<file path="src/rtl/serial_sipo_receiver_if.sv">
// Serial link plus word handshake between a serial source, the SIPO receiver
// and its word consumer. The master modport drives the link side (tb/source/consumer).
interface serial_sipo_receiver_if #(
   parameter int BITS = 8
);
   logic            si;
   logic            shift_en;
   logic            clear;
   logic            ack;
   logic [BITS-1:0] data;
   logic            valid;
   logic            overrun;
   logic            busy;

   modport master (
      output si, shift_en, clear, ack,
      input  data, valid, overrun, busy
   );

   modport slave (
      input  si, shift_en, clear, ack,
      output data, valid, overrun, busy
   );
endinterface

</file>
<file path="src/rtl/serial_sipo_receiver.sv">
// Serial-in parallel-out receiver: assembles BITS-wide words from a strobed
// serial stream and hands them off with a sticky-overrun valid/ack handshake.
module serial_sipo_receiver #(
   parameter  int BITS      = 8,
   parameter  bit MSB_FIRST = 1'b0,
   localparam int CNT_W     = $clog2(BITS)
) (
   input  logic                   clk_i,
   input  logic                   rst_n_i,
   serial_sipo_receiver_if.slave  bus
);

   localparam logic [CNT_W-1:0] CNT_LAST = CNT_W'(BITS - 1);

   logic [BITS-1:0]  sreg_q, sreg_d;
   logic [CNT_W-1:0] cnt_q, cnt_d;
   logic [BITS-1:0]  data_q, data_d;
   logic             valid_q, valid_d;
   logic             overrun_q, overrun_d;
   logic [BITS-1:0]  shifted;
   logic             done;

   // The shifted value on the final bit already contains the current SI,
   // so it is the completed word itself.
   generate
      if (MSB_FIRST) begin : g_msb
         assign shifted = {sreg_q[BITS-2:0], bus.si};
      end else begin : g_lsb
         assign shifted = {bus.si, sreg_q[BITS-1:1]};
      end
   endgenerate

   assign done = bus.shift_en && !bus.clear && (cnt_q == CNT_LAST);

   always_comb begin
      sreg_d    = sreg_q;
      cnt_d     = cnt_q;
      data_d    = data_q;
      valid_d   = valid_q;
      overrun_d = overrun_q;

      if (bus.clear) begin
         sreg_d    = '0;
         cnt_d     = '0;
         overrun_d = 1'b0;
      end else if (bus.shift_en) begin
         sreg_d = shifted;
         cnt_d  = done ? '0 : cnt_q + CNT_W'(1);
      end

      if (done) begin
         if (!valid_q || bus.ack) begin
            data_d  = shifted;
            valid_d = 1'b1;
         end else begin
            overrun_d = 1'b1;
         end
      end else if (bus.ack) begin
         valid_d = 1'b0;
      end
   end

   always_ff @(posedge clk_i or negedge rst_n_i) begin
      if (!rst_n_i) begin
         sreg_q    <= '0;
         cnt_q     <= '0;
         data_q    <= '0;
         valid_q   <= 1'b0;
         overrun_q <= 1'b0;
      end else begin
         sreg_q    <= sreg_d;
         cnt_q     <= cnt_d;
         data_q    <= data_d;
         valid_q   <= valid_d;
         overrun_q <= overrun_d;
      end
   end

   assign bus.data    = data_q;
   assign bus.valid   = valid_q;
   assign bus.overrun = overrun_q;
   assign bus.busy    = (cnt_q != '0);

endmodule
</file>
<file path="src/flat_wrapper.sv">
// flat-port wrapper written by rule: the top's interface ports become plain ports
module serial_sipo_receiver_flat 
#(
   parameter  int BITS      = 8,
   parameter  bit MSB_FIRST = 1'b0,
   localparam int CNT_W     = $clog2(BITS)
)
  (clk_i, rst_n_i, bus_si, bus_shift_en, bus_clear, bus_ack, bus_data, bus_valid, bus_overrun, bus_busy);
  serial_sipo_receiver_if #(.BITS(BITS)) bus_i ();
  input  logic clk_i;
  input  logic rst_n_i;
  input wire logic [$bits(bus_i.si)-1:0] bus_si;
  input wire logic [$bits(bus_i.shift_en)-1:0] bus_shift_en;
  input wire logic [$bits(bus_i.clear)-1:0] bus_clear;
  input wire logic [$bits(bus_i.ack)-1:0] bus_ack;
  output wire logic [$bits(bus_i.data)-1:0] bus_data;
  output wire logic [$bits(bus_i.valid)-1:0] bus_valid;
  output wire logic [$bits(bus_i.overrun)-1:0] bus_overrun;
  output wire logic [$bits(bus_i.busy)-1:0] bus_busy;
  assign bus_i.si = bus_si;
  assign bus_i.shift_en = bus_shift_en;
  assign bus_i.clear = bus_clear;
  assign bus_i.ack = bus_ack;
  assign bus_data = bus_i.data;
  assign bus_valid = bus_i.valid;
  assign bus_overrun = bus_i.overrun;
  assign bus_busy = bus_i.busy;
  serial_sipo_receiver #(.BITS(BITS), .MSB_FIRST(MSB_FIRST)) u_core (.clk_i(clk_i), .rst_n_i(rst_n_i), .bus(bus_i));
endmodule
</file>
<file path="config.mk">
export PLATFORM = sky130hd
export DESIGN_NAME = serial_sipo_receiver_flat
export DESIGN_NICKNAME = d
export VERILOG_FILES = /design/src/rtl/serial_sipo_receiver_if.sv /design/src/rtl/serial_sipo_receiver.sv /design/src/flat_wrapper.sv
export SDC_FILE = /design/constraint.sdc
export NUM_CORES = 1
export LEC_CHECK = 0
export BUFFER_PORTS_ARGS = -buffer_cell sky130_fd_sc_hd__buf_2
export CORE_MARGIN = 10
export CORE_UTILIZATION = 39
export CTS_CLUSTER_SIZE = 20
export DETAILED_ROUTE_END_ITERATION = 10
export GPL_ROUTABILITY_DRIVEN = 0
export SYNTH_ARGS = -nofsm -noshare
export SYNTH_HDL_FRONTEND = slang
export SYNTH_SLANG_ARGS = --single-unit
export TNS_END_PERCENT = 100
</file>
<file path="constraint.sdc">
create_clock -name clk_i -period 1.7 [get_ports clk_i]
set_input_delay 0 -clock clk_i [delete_from_list [all_inputs] [get_ports clk_i]]
set_output_delay 0 -clock clk_i [all_outputs]
set_load 0.005 [all_outputs]
</file>
# --- After elaboration in Yosys (flattened, before gate mapping) ---
# Cells that the tools add are included.
op_classes:
  add_sub_neg: 1
  n_mul: 0
  div_mod_pow: 0
  magnitude_cmp: 0
  eq_ne: 2
  shift: 0
  n_mux: 11
  n_bitwise: 0
  reduce_logical: 10
op_table:
  columns: ["cell", "count"]
  rows:
  - ["2-to-1 mux 8 bit", 2]
  - ["2-to-1 mux 3 bit", 3]
  - ["2-to-1 mux 1 bit", 6]
  - ["AND reduction 2 bit", 2]
  - ["nonzero test 2 bit", 2]
  - ["adder 3 x 1 -> 3 bit, second input constant", 1]
  - ["equality test 3 bit, second input constant", 1]
  - ["nonzero test 3 bit", 1]
  - ["logical AND 1 bit", 2]
  - ["logical NOT 1 bit", 2]
  - ["!= test 2 bit, second input constant", 1]
  - ["logical OR 1 bit", 1]
totals:
  ff_bits: 21
  latchBits: 0
  mem_bits_rw: 0
  mem_bits_ro: 0
  wordCells: 29
  memories: 0

# --- Longest topological paths before layout ---
logic_depth:
  depth_word: 6
  mapped_depth: 5

# --- Least setup slack after synthesis ---
# No wires, ideal clock.
synth_path:
  path_kind: "reg2reg"
  start: "reg u_core.cnt_q[0]"
  end: "reg u_core.data_q[7] (netlist: u_core.bus.data[7])"
  setup_ns: 0.125
  arrival_ns: 1.442
  required_ns: 1.575
  setup_slack_ns: 0.133
  stages_incl_launch_ff: 6
  cell_sequence: "dfrtp_1 -> ha_1 -> ha_1 -> nand2_1 -> nor3_4 -> mux2_2"
synth_via:
  elab_chain_cells: 3
synth_lines:
  columns: ["element", "line", "source"]
  rows:
  - ["start: declaration", "serial_sipo_receiver.sv:16", "logic [CNT_W-1:0] cnt_q, cnt_d;"]
  - ["start signal: assignment", "serial_sipo_receiver.sv:72", "cnt_q <= cnt_d;"]
  - ["equality test 3 bit", "serial_sipo_receiver.sv:33", "assign done = bus.shift_en && !bus.clear && (cnt_q == CNT_LAST);"]
  - ["logical AND 1 bit", "serial_sipo_receiver.sv:33", null]
  - ["AND reduction 2 bit (no line)", null, null]
  - ["end signal: assignment", "serial_sipo_receiver.sv:73", "data_q <= data_d;"]
  - ["end: declaration", "serial_sipo_receiver.sv:17", "logic [BITS-1:0] data_q, data_d;"]
# Every way passes these cells.
# A chain may end at the register's enable or synchronous reset.

# --- Final worst setup path ---
# Same ends and word-level chain as after synthesis.

==> summary.md <==
| Metric | Value |
|---|---|
| Port bufs | 16 |
| Reg-to-reg slack, setup | 0.13 ns |
| Layout Skew | 0.00881 ns |
| First-pass GRT wire length | 2.72 mm |
| Setup total negative slack | 0 ns |
| Global Route met3 Usage | 0.0576 |
| GR Util met1 | 0.0951 |
| Avg WL per Cell | around 13 um |
| Post-route design area | 1040 um2 |
| Min Tclk post-route | 1.57 ns |
| Hold WC Path Type | in2reg |
| Worst Setup Path Type | reg2reg |
| Avg Cell Area, Syn | 13.3 um2 |
| Layout cell share with drive strength beyond 1 | 0.379 |
| Worst Path Arrival | 1.76 ns |
| Starting Density | 0.418 |
| Final Hold Viols | 0 |
| Gr usage total | 0.0784 |
| Die area | 4400 um2 |
| F_max | 0.638 GHz |
| Clk pin slew, worst setup/hold paths | 0.12 ns |
| WHS | 0.00900 ns |
| Slew @ Worst Pin | 0.434 ns |
| # rows | 16 |
| Setup WS pre-CTS | 0.0885 ns |
| Die Ht | 66.3 um |
| DRT Wirelength | around 1.5 mm |
| DRT iter0 DRCs | 11 |
| Area grow syn2layout | 24.4% |
| Initial antenna violation count | 0 |
| CTS buffer count | 3 |
| Cell count after synthesis | 63 |
| VDD IR-drop max | 0.000632 V |
| P_leak | between 0.5 and 0.6 nW |
| PostCTS Resize Cnt | 0 |
| Via density | 4.75 |
| Pre-Repair DR Iteration Count | 2 |
| Mapped cell area | 836 um2 |
| IO Pins | 17 |
| Critical path launch point type | register |
| Worst slew margin | 0.710 |
| Vias in the first global route | 570 |
| Root Buffer | clkbuf_4 |
| Grt peak-use layer | met2 |
| DP Area | 968 um2 |
| RSZ-0062 raised after global routing | false |
| # DRC | 0 |
| Max-Cap Viols | 0 |
| Worst Slack Setup Final | approximately 0.13 ns |
| Synth top area cells | dfrtp_1, mux2_2, mux2i_1 |
| Yosys warning total | 0 |
| CP required | about 1.9 ns |
| Core area | roughly 2000 um2 |
| CP max stage cell | dfrtp_1 |
| Slowest stage delay, CP | 0.40 ns |
| Synth Register Bits | 20 |
| Pins over their slew limit | 0 |
| Status | complete, no violations |
| Crit path max-delay family | flip-flops |
| Period utilization | 0.923 |
| Fillcell total | 191 |
| Pwr dens | between 800 and 900 nW/um2 |
| CP bufs+invs | 1 |
| Clock latency on the worst-skew pair | 0.30 ns |
| Clock buffer depth | 2 |
| Worst path cell trace | ha_1, ha_1, nand2_1, nor3_4, buf_12, mux2_2 |
| Syn nets | just over 70 |
| DP Wirelength | between 1 and 1.5 mm |
| Fin nets | 97 |
| Crit. End Element | register |
| Largest net degree at the start of global routing | 21 |
| Register area share after synthesis | 0.599 |
| Most used cell, CP | ha_1 |
| Setup Viol. Count Final | 0 |
| Yosys top cell area share | 0.599 |
| Gr ovfl total | 0 |
| Die width | 66.3 um |
| H-tree levels | 1 |
| Clk sinks | 20 |
| Crit-path max FO | 8 |
| Vias post-DR | 541 |
| ANT cells | 0 |
| Post-synth cell types | 17 |
| Antenna-violating nets left | 0 |
| Grt met2 use | 0.109 |
| Final Core Density | 0.519 |
| Largest area contributor in the netlist | dfrtp_1 |
| CTS tree | yes |
==> registers in the layout (all words and copies together) (netlist names) <==
register            count
u_core.bus.data         8
u_core.bus.overrun      1
u_core.bus.valid        1
u_core.cnt_q            3
u_core.sreg_q           7
==> final timing paths <==
kind,endpoint,startpoint,cells past startpoint
worst max register to register,u_core.bus.data[7]$_DFFE_PN0P_,u_core.cnt_q[0]$_DFFE_PN0P_,6
worst min register to register,u_core.bus.data[5]$_DFFE_PN0P_,u_core.bus.data[5]$_DFFE_PN0P_,1
worst max-delay path,u_core.bus.data[7]$_DFFE_PN0P_,u_core.cnt_q[0]$_DFFE_PN0P_,6
worst min-delay path,u_core.bus.valid$_DFFE_PN0P_,bus_shift_en,3
min in group asynchronous,u_core.cnt_q[2]$_DFFE_PN0P_,rst_n_i,2
max in group asynchronous,u_core.bus.data[5]$_DFFE_PN0P_,rst_n_i,2
==> power by group <==
part	total (mW)	internal, mW	switching (mW)	leakage, nW
Clock	0.278	0.131	0.147	0.0210
Sequential	0.490	0.483	0.00658	0.277
Combinational	0.0670	0.0320	0.0350	0.264
==> metrics by stage <==
step,cells,power [mW]
detailed placement,106,0.557
finish,114,0.835
CTS,112,0.838
floorplan,63,0.529
global placement,106,0.557
global route,114,0.882
==> layer usage <==
metal | share of wire | up-vias
met5 | 0 | -
met4 | 0.0033 | 0
met3 | 0.12 | 2
met2 | 0.42 | 16
met1 | 0.45 | 261
li1 | - | 262
==> cell usage after synthesis <==
cell type,count
dfrtp_1,20
a21oi_1,1
nand2_1,1
nand3b_1,1
clkbuf_1,1
mux2i_1,8
nor2b_1,1
nor3_4,1
a31oi_1,1
buf_2,1
nor2_1,10
inv_1,2
mux2_2,8
nand2b_1,2
ha_1,3
o21bai_1,1
xnor2_1,1
==> cells in the final DEF, fill, tap and decap left out <==
master / netlist / final
nand2_1: 1 / 1
inv_1: 2 / 2
nor2b_1: 1 / 1
buf_2: 1 / 16
clkbuf_4: 0 / 3
a31oi_1: 1 / 1
xnor2_1: 1 / 1
mux2i_1: 8 / 8
a21oi_1: 1 / 1
dlygate4sd3_1: 0 / 2
nor2_1: 10 / 10
buf_12: 0 / 1
nand3b_1: 1 / 1
nor3_4: 1 / 1
clkbuf_8: 0 / 1
o21bai_1: 1 / 1
dfrtp_1: 20 / 20
ha_1: 3 / 3
mux2_2: 8 / 8
nand2b_1: 2 / 2
buf_4: 0 / 3
==> repair_timing <==
action	in CTS	in global routing
hold buffers	2	0
hold endpoints to repair	22	0
setup endpoints to repair	0	8
setup buffers	0	2
==> layout make-up <==
class | instances | area [um2] | share of cell area
flip-flops and latches | 20 | 500 | 0.481
multi-input cells | 39 | 319 | 0.307
repair buffers | 22 | 143 | 0.137
clock buffers | 4 | 36.3 | 0.0349
well taps | 27 | 33.8 | 0.0325
inverters | 2 | 7.51 | 0.00722
==> worst register-to-register path, stage by stage, from the launching register on <==
cell and delay, ns:
dfrtp_1 0.40, ha_1 0.16, ha_1 0.16, nand2_1 0.10, nor3_4 0.16, buf_12 0.15
mux2_2 0.33
==> logic make-up after synthesis <==
logic type | after synthesis | share of synthesized area
DFF | 20 | 0.599
buffers and inverters | 4 | 0.0195
AOI/OAI and AO/OA | 3 | 0.0225
adders and majority gates | 3 | 0.0449
xor gates and xnor gates | 1 | 0.0105
muxes | 16 | 0.204
and+or+nand+nor | 16 | 0.100
Power figures use the tool's default switching activity.
